## src/rtl/output_arbiter_pkg.sv

```systemverilog
// Shared types and constants for the feedback-output arbiter.
// FSM states, one-hot grant codes and the game-over note index.
package output_arbiter_pkg;

    typedef enum logic [1:0] {
        IDLE,
        PLAY,
        GAP,
        ALARM
    } state_t;

    localparam logic [2:0] G_GO   = 3'b100;
    localparam logic [2:0] G_SIM  = 3'b010;
    localparam logic [2:0] G_PLY  = 3'b001;
    localparam logic [2:0] G_NONE = 3'b000;

    localparam logic [1:0] NOTE_GAMEOVER = 2'b11;

endpackage

```

## src/rtl/output_arbiter_if.sv

```systemverilog
// Request/grant bundle between the requesters (master) and the arbiter (slave).
interface output_arbiter_if;

    logic       go_req;
    logic       sim_req;
    logic [1:0] sim_num;
    logic       ply_req;
    logic [1:0] ply_num;
    logic [2:0] grant;
    logic [1:0] num;
    logic       pressed;
    logic       game_over;
    logic       sim_done;
    logic       ply_done;
    logic       ply_lost;

    modport master (
        output go_req, sim_req, sim_num, ply_req, ply_num,
        input  grant, num, pressed, game_over, sim_done, ply_done, ply_lost
    );

    modport slave (
        input  go_req, sim_req, sim_num, ply_req, ply_num,
        output grant, num, pressed, game_over, sim_done, ply_done, ply_lost
    );

endinterface

```

## src/rtl/output_arbiter_arb_timer.sv

```systemverilog
// Loadable saturating up-counter with a >= compare against a runtime limit;
// shared between note-duration and inter-note-gap timing.
module arb_timer #(
    parameter int unsigned CNT_W = 25
) (
    input  logic             clk,
    input  logic             reset,
    input  logic             load,
    input  logic             en,
    input  logic [CNT_W-1:0] limit,
    output logic             ge
);

    logic [CNT_W-1:0] count;

    always_ff @(posedge clk or negedge reset) begin
        if (!reset) begin
            count <= '0;
        end else if (load) begin
            count <= CNT_W'(1);
        end else if (en && (count < limit)) begin
            count <= count + 1'b1;
        end
    end

    assign ge = (count >= limit);

endmodule

```

## src/rtl/output_arbiter.sv

```systemverilog
// Fixed-priority scheduler of the LED/tone/speaker chain: game-over > Simon > player,
// with a minimum note length and a silent gap between notes.
module output_arbiter
    import output_arbiter_pkg::*;
#(
    parameter int unsigned NOTE_MIN = 25000000,
    parameter int unsigned GAP_CYC  = 5000000,
    parameter int unsigned CNT_W    = 25
) (
    input logic            clk,
    input logic            reset,
    output_arbiter_if.slave bus
);

    state_t     state;
    logic [2:0] grant_r;
    logic [1:0] num_r;
    logic       pressed_r;
    logic       game_over_r;
    logic       sim_done_r;
    logic       ply_done_r;
    logic       ply_lost_r;
    logic       ply_q;

    logic             tmr_load;
    logic             tmr_en;
    logic             tmr_ge;
    logic [CNT_W-1:0] tmr_limit;
    logic             granted_req;
    logic             play_exit;
    logic             ply_rise;
    logic             ply_blocked;

    assign granted_req = (grant_r == G_SIM) ? bus.sim_req : bus.ply_req;
    assign play_exit   = tmr_ge && !granted_req;
    assign ply_rise    = bus.ply_req && !ply_q;
    assign tmr_limit   = (state == PLAY) ? CNT_W'(NOTE_MIN) : CNT_W'(GAP_CYC);

    always_comb begin
        ply_blocked = 1'b0;
        case (state)
            IDLE:  ply_blocked = bus.go_req || bus.sim_req;
            PLAY:  ply_blocked = (grant_r == G_SIM);
            GAP:   ply_blocked = 1'b1;
            ALARM: ply_blocked = 1'b1;
        endcase
    end

    // Timer restarts at 1 on every entry into PLAY or GAP; go_req overrides all loads.
    always_comb begin
        tmr_load = 1'b0;
        tmr_en   = (state == PLAY) || (state == GAP);
        if (!bus.go_req) begin
            case (state)
                IDLE:  tmr_load = bus.sim_req || bus.ply_req;
                PLAY:  tmr_load = play_exit;
                GAP:   tmr_load = 1'b0;
                ALARM: tmr_load = 1'b1;
            endcase
        end
    end

    arb_timer #(
        .CNT_W(CNT_W)
    ) u_timer (
        .clk   (clk),
        .reset (reset),
        .load  (tmr_load),
        .en    (tmr_en),
        .limit (tmr_limit),
        .ge    (tmr_ge)
    );

    always_ff @(posedge clk or negedge reset) begin
        if (!reset) begin
            state       <= IDLE;
            grant_r     <= G_NONE;
            num_r       <= '0;
            pressed_r   <= 1'b0;
            game_over_r <= 1'b0;
            sim_done_r  <= 1'b0;
            ply_done_r  <= 1'b0;
            ply_lost_r  <= 1'b0;
            ply_q       <= 1'b0;
        end else begin
            sim_done_r <= 1'b0;
            ply_done_r <= 1'b0;
            ply_q      <= bus.ply_req;
            ply_lost_r <= ply_rise && ply_blocked;
            if (bus.go_req) begin
                state       <= ALARM;
                grant_r     <= G_GO;
                num_r       <= NOTE_GAMEOVER;
                pressed_r   <= 1'b1;
                game_over_r <= 1'b1;
            end else begin
                case (state)
                    IDLE: begin
                        if (bus.sim_req) begin
                            state     <= PLAY;
                            grant_r   <= G_SIM;
                            num_r     <= bus.sim_num;
                            pressed_r <= 1'b1;
                        end else if (bus.ply_req) begin
                            state     <= PLAY;
                            grant_r   <= G_PLY;
                            num_r     <= bus.ply_num;
                            pressed_r <= 1'b1;
                        end
                    end
                    PLAY: begin
                        if (play_exit) begin
                            state      <= GAP;
                            grant_r    <= G_NONE;
                            pressed_r  <= 1'b0;
                            sim_done_r <= (grant_r == G_SIM);
                            ply_done_r <= (grant_r == G_PLY);
                        end
                    end
                    GAP: begin
                        if (tmr_ge) begin
                            state <= IDLE;
                        end
                    end
                    ALARM: begin
                        state       <= GAP;
                        grant_r     <= G_NONE;
                        pressed_r   <= 1'b0;
                        game_over_r <= 1'b0;
                    end
                endcase
            end
        end
    end

    assign bus.grant     = grant_r;
    assign bus.num       = num_r;
    assign bus.pressed   = pressed_r;
    assign bus.game_over = game_over_r;
    assign bus.sim_done  = sim_done_r;
    assign bus.ply_done  = ply_done_r;
    assign bus.ply_lost  = ply_lost_r;

endmodule

```

## src/flat_wrapper.sv

```systemverilog
// flat-port wrapper written by rule: the top's interface ports become plain ports
module output_arbiter_flat import output_arbiter_pkg::*;
#(
    parameter int unsigned NOTE_MIN = 25000000,
    parameter int unsigned GAP_CYC  = 5000000,
    parameter int unsigned CNT_W    = 25
)
  (clk, reset, bus_go_req, bus_sim_req, bus_sim_num, bus_ply_req, bus_ply_num, bus_grant, bus_num, bus_pressed, bus_game_over, bus_sim_done, bus_ply_done, bus_ply_lost);
  output_arbiter_if bus_i ();
  input logic clk;
  input logic reset;
  input wire logic [$bits(bus_i.go_req)-1:0] bus_go_req;
  input wire logic [$bits(bus_i.sim_req)-1:0] bus_sim_req;
  input wire logic [$bits(bus_i.sim_num)-1:0] bus_sim_num;
  input wire logic [$bits(bus_i.ply_req)-1:0] bus_ply_req;
  input wire logic [$bits(bus_i.ply_num)-1:0] bus_ply_num;
  output wire logic [$bits(bus_i.grant)-1:0] bus_grant;
  output wire logic [$bits(bus_i.num)-1:0] bus_num;
  output wire logic [$bits(bus_i.pressed)-1:0] bus_pressed;
  output wire logic [$bits(bus_i.game_over)-1:0] bus_game_over;
  output wire logic [$bits(bus_i.sim_done)-1:0] bus_sim_done;
  output wire logic [$bits(bus_i.ply_done)-1:0] bus_ply_done;
  output wire logic [$bits(bus_i.ply_lost)-1:0] bus_ply_lost;
  assign bus_i.go_req = bus_go_req;
  assign bus_i.sim_req = bus_sim_req;
  assign bus_i.sim_num = bus_sim_num;
  assign bus_i.ply_req = bus_ply_req;
  assign bus_i.ply_num = bus_ply_num;
  assign bus_grant = bus_i.grant;
  assign bus_num = bus_i.num;
  assign bus_pressed = bus_i.pressed;
  assign bus_game_over = bus_i.game_over;
  assign bus_sim_done = bus_i.sim_done;
  assign bus_ply_done = bus_i.ply_done;
  assign bus_ply_lost = bus_i.ply_lost;
  output_arbiter #(.NOTE_MIN(NOTE_MIN), .GAP_CYC(GAP_CYC), .CNT_W(CNT_W)) u_core (.clk(clk), .reset(reset), .bus(bus_i));
endmodule
```

## config.mk

```make
export PLATFORM = sky130hd
export DESIGN_NAME = output_arbiter_flat
export DESIGN_NICKNAME = d
export VERILOG_FILES = /design/src/rtl/output_arbiter_pkg.sv /design/src/rtl/output_arbiter_if.sv /design/src/rtl/output_arbiter_arb_timer.sv /design/src/rtl/output_arbiter.sv /design/src/flat_wrapper.sv
export SDC_FILE = /design/constraint.sdc
export NUM_CORES = 1
export LEC_CHECK = 0
export CORE_MARGIN = 1.5
export CORE_UTILIZATION = 55
export DETAILED_ROUTE_END_ITERATION = 10
export PLACE_DENSITY = 0.76
export REMOVE_ABC_BUFFERS = 1
export SLEW_MARGIN = 5
export SYNTH_ARGS = -nofsm -noshare
export SYNTH_HDL_FRONTEND = slang
export SYNTH_SLANG_ARGS = --single-unit
```

## constraint.sdc

```tcl
create_clock -name clk -period 6.3 [get_ports clk]
set_input_delay 0.63 -clock clk [delete_from_list [all_inputs] [get_ports clk]]
set_output_delay 0.63 -clock clk [all_outputs]
set_load 0.1 [all_outputs]
```

Word-level counts from Yosys, hierarchy flattened
Cells that the tools add are included.
{"block": "word_totals", "ff_bits": 38, "inputBits": 9, "output_inout_bits": 10, "wordCells": 75}
{"block": "classes", "n_addsub": 1, "n_lt_le_gt_ge": 2, "n_eq_ne": 8, "muxes": 35, "n_reduce_logical": 19}
{"cell": "2-to-1 mux 25 bit", "n": 3}
{"cell": "adder 25 x 1 -> 25 bit (second input constant)", "n": 1}
{"cell": "greater-or-equal comparator 25 bit", "n": 1}
{"cell": "< comparator 25 bit", "n": 1}
{"cell": "2-to-1 mux 2 bit", "n": 9}
{"cell": "2-to-1 mux 1 bit", "n": 14}
{"cell": "2-to-1 mux 3 bit", "n": 4}
{"cell": "one-hot mux 3 bit (3 select lines)", "n": 1}
{"cell": "one-hot mux 2 bit (4 select lines)", "n": 1}
{"cell": "inequality test 3 x 2 -> 1 bit (second input constant)", "n": 2}
{"cell": "one-hot mux 1 bit (3 select lines)", "n": 2}
{"cell": "AND reduction 3 bit", "n": 2}
{"cell": "nonzero test 2 bit", "n": 3}
{"cell": "== test 2 bit (second input constant)", "n": 2}
{"cell": "logical AND 1 bit", "n": 4}
{"cell": "inequality test 4 bit (second input constant)", "n": 1}
{"cell": "one-hot mux 1 bit (4 select lines)", "n": 1}
{"cell": "nonzero test 4 bit", "n": 1}
{"cell": "== test 3 x 1 -> 1 bit (second input constant)", "n": 1}
{"cell": "== test 3 x 2 -> 1 bit (second input constant)", "n": 1}
{"cell": "logical OR 1 bit", "n": 3}
{"cell": "nonzero test 3 bit", "n": 1}
{"cell": "== test 2 x 1 -> 1 bit (second input constant)", "n": 1}
{"cell": "logical NOT 1 bit", "n": 2}
{"cell": "3 further kinds", "n": 3}

Longest topological paths before layout
Gate-level depths: netlist of the first run.
{"block": "logic_depth", "depth_word": 7, "ltp_mapped": 11, "depth_no_buf": 10}

Modules after synthesis
A second synthesis of the first run with hierarchy kept.
{"block": "hier_totals", "cells_unflattened": 319, "area_unflattened_um2": 2783.9}
{"mod": "arb_timer", "n_inst": 1, "cells_each": 242, "area_per_inst_um2": 2026.9}
{"mod": "output_arbiter", "n_inst": 1, "cells_each": 77, "area_per_inst_um2": 757.0}

Worst setup path after synthesis of the first run
Ideal clock, no wire load.
{"block": "synth_timing", "path_type": "reg2reg", "start": "reg u_core.state[1]", "end": "reg u_core.u_timer.count[11]", "arrival_ns": 2.590, "path_slack_ns": 3.632, "stages_incl_launch_ff": 11, "path_buffers": 0, "synth_period_minus_slack_ns": 2.668, "path_cell_list": "dfrtp_1 inv_1 ha_1 inv_1 ha_1 a41oi_1 o221ai_1 a31oi_2 nand3b_1 or4_1 a21oi_1"}
{"block": "synth_between", "elab_chain_cells": 7, "elab_cells_between_ends": 14, "classes_between": "order compare (2); eq/ne (3); mux (4); reduce/logical (5)"}
{"element": "from (decl)", "line_no": "output_arbiter.sv:15", "rtl": "state_t state;"}
{"element": "from (signal assigned)", "line_no": "output_arbiter.sv:76", "rtl": "state <= IDLE;"}
{"element": "from (signal assigned)", "line_no": "output_arbiter.sv:91", "rtl": "state <= ALARM;"}
{"element": "from (signal assigned)", "line_no": "output_arbiter.sv:100", "rtl": "state <= PLAY;"}
{"element": "== test 2 x 1 -> 1 bit", "line_no": "output_arbiter.sv:37, output_arbiter.sv:52, output_arbiter.sv:54"}
{"element": "2-to-1 mux 25 bit", "line_no": "output_arbiter.sv:37", "rtl": "assign tmr_limit = (state == PLAY) ? CNT_W'(NOTE_MIN) : CNT_W'(GAP_CYC);"}
{"element": "greater-or-equal comparator 25 bit", "line_no": "output_arbiter_arb_timer.sv:26", "rtl": "assign ge = (count >= limit);"}
{"element": "logical AND 1 bit", "line_no": "output_arbiter.sv:35", "rtl": "assign play_exit = tmr_ge && !granted_req;"}
{"element": "one-hot mux 1 bit (4 select lines)", "line_no": "output_arbiter.sv:54", "rtl": "case (state)"}
{"element": "2-to-1 mux 1 bit", "line_no": "output_arbiter.sv:53", "rtl": "if (!bus.go_req) begin"}
{"element": "2-to-1 mux 25 bit / nonzero test 2 bit (equally long branches)"}
{"element": "to (signal assigned)", "line_no": "output_arbiter_arb_timer.sv:22", "rtl": "count <= count + 1'b1;"}
{"element": "to (decl)", "line_no": "output_arbiter_arb_timer.sv:14", "rtl": "logic [CNT_W-1:0] count;"}
Several ways; a longest one is shown, not always the timed one.
A chain may end at the register's enable or synchronous reset.

Worst setup path after layout of the first run
{"block": "layout_timing", "start": "reg u_core.state[1]", "end": "reg u_core.u_timer.count[24]"}
Same word-level chain as after synthesis.

==> results.toml, run 1 <==
[detailed_routing]
routed_via_density = 6.04
ant_nets = 0
drtIter0Drc = 135
drc = 0
wl_per_cell_um = 15.5
num_vias = 1879
dr.pass1.iters = 5
wl_um = 4830

[finish]
area_growth_pct = 12.6
multi_input_area_um2 = 1260
nets = 282
drive_above_1_share_pct = 5.75
fillerInstances = 318
final_util_pct = 64.9
diodes = 0
stdcell_area_um2 = 2600
seqCellArea_um2 = 951

[hold_path]
hp-class = "input pin to async pin"

[synthesis]
yosys-top-cells-area = "dfrtp_1, ha_1, xor2_1"
synth_xor_area_share_pct = 7.60
synth_top_family_by_area = "simple AND/OR/NAND/NOR gates"
netlist_instances = 242
yosys.area_share.simple_pct = 22.7
yosysMostFrequentCell = "dfrtp_1"
yosys.area.top_type = "dfrtp_1"
avgSynthCellArea_um2 = 9.52
synth_edf_count = 0
synth_top_area_share_pct = 41.3
ys_ff_latch = 38
synth_commonest_cells = "dfrtp_1, nor2_1, nand2_1"
synth-compound-area-share_pct = 15.5
seq_area_frac_synth_pct = 41.3
synthAdderAreaFrac_pct = 7.06
synthMuxAreaShare_pct = 1.79
yosysWarnings = 0
async_reset_ff_share_pct = 100
netlist_area_um2 = 2300
synthFlopType = "dfrtp_1"
synth.distinct_cells = 46

[clock_tree]
clock-sinks = 38
cts_htree_levels = 2
cts-resized-gates = 0
cts_root_buf = "clkbuf_8"
cts_inserted_buffers = 5
cts_max_path_buffers = 2
cts_tree = "yes"
cts_setup_buffers = 0
cts_hold_buf = 0
clk_pin_slew_worst_paths_ns = 0.08
insertion_delay_ns = 0.29

[floorplanning]
fp.dieW_um = 67.7
dieArea_um2 = 4590
start_util_pct = 57.6
die_y_um = 67.7
coreArea_um2 = 4000
top_level_ports = 19
rows = 23

[grt]
antenna_found_initial = 0
grt_pass1_vias = 1673
grt_pass1_wl_um = 7980
grtUsageTotal_pct = 23.3
grt_overflow_total = 0
grt_max_degree = 39

[sta]
worst_slew_pin_slew_ns = 0.989
setup_viol = 0
fin_hold_ws_ns = 0.424
max_freq_mhz = 280
final_max_slew_viol_count = 0
maxSlewHeadroom_pct = 33.8
setup-tns-final_ns = 0
finalCritPeriodShare_pct = 56.7
grt_setup_unrepaired = "false"
fin_crit_ns = 3.57
clock_skew_ns = 0.00650
hold_viol = 0

[power_and_ir_drop]
ir_worst_vdd_uv = 342
power_switching_uw = 347
pwr-share-seq_pct = 36.1
clkPwrFrac_pct = 21.8
p_total_uw = 813
power_frac_comb_pct = 42.1
power.density_nw_per_um2 = 313
intPower_uw = 465
p_leak_uw = 0.00108
sw_frac_of_total_pct = 42.7

[run]
max-cap-violations = 0

[run_status]
run_status = "finished, final reports clean"

[placement]
dp_hpwl_um = 3410
dpl_cell_area_um2 = 2500
io_buffers = 18
place_congestion = 0.903

[setup_path]
crit_type = "flip-flop to flip-flop"
crit_family = "compound AO/OA/AOI/OAI gates"
cp-start-kind = "flip-flop"
path_buf_inv = 2
end_kind = "flip-flop"
worstPathRequired_ns = 6.44
crit_chain = "inv_1, ha_1, inv_1, ha_1, o211ai_1, a211oi_1, nand2_1, and2_4, o32ai_4, nor2_1"
crit_path_max_fanout = 25
arrival_ns = 3.71
critPathMaxStageDelay_ns = 0.82
cp_slowest_cell = "o32ai_4"
sequential cells by signal, summed over array words and instances, names as in the netlist:
signal / flops
u_core.bus.pressed: 1
u_core.bus.sim_done: 1
u_core.bus.game_over: 1
u_core.bus.ply_done: 1
u_core.bus.num: 2
u_core.bus.grant: 3
u_core.bus.ply_lost: 1
u_core.state: 2
u_core.u_timer.count: 25
u_core.ply_q: 1
routing by layer:
layer	share of wire, %	vias up	track usage [%]	wire, um
li1	-	911	-	-
met3	4.4	12	4.00	213
met5	0	-	0	0
met2	46	60	34.3	2240
met1	48	896	34.4	2300
met4	1.8	0	7.65	85
cells by family (layout without fill, tap and decap cells):
| family | Yosys count | after routing |
|---|---|---|
| xor gates and xnor gates | 20 | 20 |
| buffers and inverters | 21 | 40 |
| DFF | 38 | 38 |
| muxes | 4 | 4 |
| AOI/OAI and AO/OA | 47 | 47 |
| and+or+nand+nor | 99 | 99 |
| adders and majority gates | 13 | 13 |
per-stage QoR:
step / setup slack (ns) / instances
2_1_floorplan: 3.33 / 235
6_report: 2.73 / 311
3_5_place_dp: 2.75 / 303
3_3_place_gp: 2.88 / 303
4_1_cts: 2.72 / 311
5_1_grt: 2.36 / 311
power groups by stage:
stage	registers, uW	clock network (uW)	logic (uW)
final	293	177	342
after global routing	297	191	372
after CTS	293	182	341
after detailed placement	298	0	337
after global placement	296	0	332
after floorplan	378	0	172
area by class of cell:
cell class / count / share of cell area [%]
Multi-Input combinational cell: 183 / 48.5
Sequential cell: 38 / 36.6
Timing Repair Buffer: 18 / 6.75
Clock buffer: 6 / 3.18
Tap cell: 50 / 2.41
Inverter: 14 / 2.02
Clock inverter: 2 / 0.482
path summary, 6_finish.rpt:
kind                                 start  slack (ns)                  endpoint  depth (start not counted)
min                                  reset        0.42  u_core.u_timer.count[18]                          1
min reg2reg                   u_core.ply_q        0.44       u_core.bus.ply_lost                          1
max                        u_core.state[1]        2.73  u_core.u_timer.count[24]                         10
max in group asynchronous            reset        5.36       u_core.bus.grant[0]                          1
min in group clk              u_core.ply_q        0.44       u_core.bus.ply_lost                          1
max reg2reg                u_core.state[1]        2.73  u_core.u_timer.count[24]                         10
layout by cell type, fill, tap and decap left out, types with 9 or more instances in the layout:
| cell | count |
|---|---|
| clkdlybuf4s50_1 | 17 |
| a21oi_1 | 10 |
| nand2_1 | 18 |
| nor2_1 | 29 |
| o21ai_0 | 9 |
| dfrtp_1 | 38 |
| nand3_1 | 10 |
| ha_1 | 13 |
| inv_1 | 14 |
| xor2_1 | 16 |
| nand4_1 | 12 |
No activity file was read; power rests on OpenSTA's default activity.
==> run 2: changes to the inputs <==
Clock period 6.3 ns to 3.3 ns, I/O delays scaled along.
==> run 2 against run 1 <==
Effect of this change:
- combinational power rose by 92%
- critical endpoint is now u_core.u_timer.count[15]
- die area did not move
- worst hold slack got worse by 0.29 ns
- power rose by 110%
- highest routed layer unchanged
- clock skew rose by 0.00096 ns
- clock power rose to 2.8 times the previous value
- largest cell class unchanged
- setup slack got worse by 2.6 ns
- sequential share of layout area fell by 1.5 points
- flip-flop and latch count did not move
==> results.toml, run 2 (synthesis results as in run 1) <==
[detailed_routing]
dr.pass1.iters = 4
wl_um = 4990
num_vias = 1882
wl_per_cell_um = 15.7
drtIter0Drc = 170
routed_via_density = 5.92
drc = 0
ant_nets = 0

[finish]
nets = 289
mostFrequentLayoutCell = "dfrtp_1"
diodes = 0
layout_common_cells = "dfrtp_1, nor2_1, nand2_1"
area_growth_pct = 17.6
drive_above_1_share_pct = 8.58
largest-register = "u_core.u_timer.count"
largest_reg_flops = 25

[setup_path]
crit_path_max_fanout = 8
r2r_slack_ns = 0.17
cp-start-kind = "flip-flop"
end_kind = "flip-flop"
critPathLaunch = "u_core.state[1]"
worst_r2r_endpoint = "u_core.u_timer.count[15]"
worstPathRequired_ns = 3.51
worstSetupEndpoint = "u_core.u_timer.count[15]"
crit_type = "flip-flop to flip-flop"
r2r_start = "u_core.state[1]"
arrival_ns = 3.35
rr_worst_depth = 11

[floorplanning]
start_util_pct = 57.6
dieArea_um2 = 4590
top_level_ports = 19
fp.dieW_um = 67.7
rows = 23
coreArea_um2 = 4000
die_y_um = 67.7

[clock_tree]
clock-sinks = 38
cts_root_buf = "clkbuf_8"
cts_max_path_buffers = 2
cts_inserted_buffers = 5
cts_htree_levels = 2
clk_pin_slew_worst_paths_ns = 0.08
cts_tree = "yes"
insertion_delay_ns = 0.29

[sta]
final_max_slew_viol_count = 0
fin_crit_ns = 3.13
max_freq_mhz = 319
worst_slew_pin_slew_ns = 0.986
fin_hold_ws_ns = 0.135
setup-tns-final_ns = 0
finalCritPeriodShare_pct = 95.0
grt_setup_unrepaired = "false"
hold_viol = 0
layout_setup_ws_ns = 0.166
maxSlewHeadroom_pct = 34.1
clock_skew_ns = 0.00746
setup_viol = 0

[run_status]
run_status = "finished, final reports clean"

[grt]
antenna_found_initial = 0
grtUsageTotal_pct = 24.6
grt_pass1_vias = 1760
grt_max_degree = 39
grt_overflow_total = 0
grt_pass1_wl_um = 8280

[placement]
io_buffers = 18
place_congestion = 0.834
pre_cts_slack_ns = 0.174
dp_hpwl_um = 3560

[run]
max-cap-violations = 0

[power_and_ir_drop]
ir_worst_vdd_uv = 497
power.density_nw_per_um2 = 628
p_leak_uw = 0.00113

[hold_path]
hp-class = "input pin to async pin"
[run 2: cell count changes in the layout (fill, tap and decap cells not counted), sizes merged]
cell,delta
bufinv,+2
buf,+7
clkinv,-1
clkinvlp,-1
[run 2: cell type report]
cell class	instances	area [um2]
fill	300	1290
multi-input combinational	183	1270
clock buffer	6	82.6
timing repair buffer	25	228
clock inverter	2	60.1
tap	50	62.6
sequential	38	951
inverter	14	52.6
[run 2: per-stage QoR]
step | cells | area, um2 | power (uW) | utilization, %
floorplan | 235 | 2260 | 1050 | -
global placement | 308 | 2540 | 1210 | 63.5
detailed placement | 308 | 2540 | 1220 | 63.5
CTS | 316 | 2680 | 1710 | 67.0
global route | 318 | 2710 | 1800 | 67.8
finish | 318 | 2710 | 1700 | 67.8
[run 2: how the worst min path moves through the flow]
stage / startpoint / end / slack (ns) / depth (start not counted)
2_1_floorplan: reset / u_core.bus.game_over / 0.03 / 0
5_1_grt: reset / u_core.u_timer.count[24] / 0.22 / 1
3_5_place_dp: u_core.ply_q / u_core.bus.ply_lost / 0.43 / 1
3_3_place_gp: u_core.ply_q / u_core.bus.ply_lost / 0.41 / 1
6_report: reset / u_core.u_timer.count[24] / 0.14 / 1
4_1_cts: reset / u_core.u_timer.count[24] / 0.16 / 1
[run 2: power breakdown]
part,internal [uW],leakage (uW),switching [uW],total (uW)
clock network,322,0.0000714,164,487
logic,214,0.000566,443,656
registers,517,0.000496,42.4,560
total,1050,0.00113,649,1700
[run 2: routing by layer]
layer  up-vias  wire [um]  GRT usage (%)
met1       904       2410           34.6
met5         -          0              0
met4         0         72           8.67
met2        42       2320           37.1
li1        928          -              -
met3         8        181           5.50
[run 2: repair_timing]
| item | CTS | global route |
|---|---|---|
| setup buffers | 0 | 2 |
| resized for setup | 0 | 2 |
| hold buffers | 0 | 0 |
| setup endpoints to repair | 0 | 4 |
[run 2: worst max-delay path, cell delays in order (launching register included)]
cell and delay (ns):
dfrtp_1 0.41, inv_1 0.12, ha_1 0.25, inv_1 0.20, ha_1 0.34, a41oi_1 0.26
o221ai_1 0.28, a31oi_4 0.33, nand3b_1 0.11, buf_4 0.17, or4_1 0.41, a21oi_1 0.16
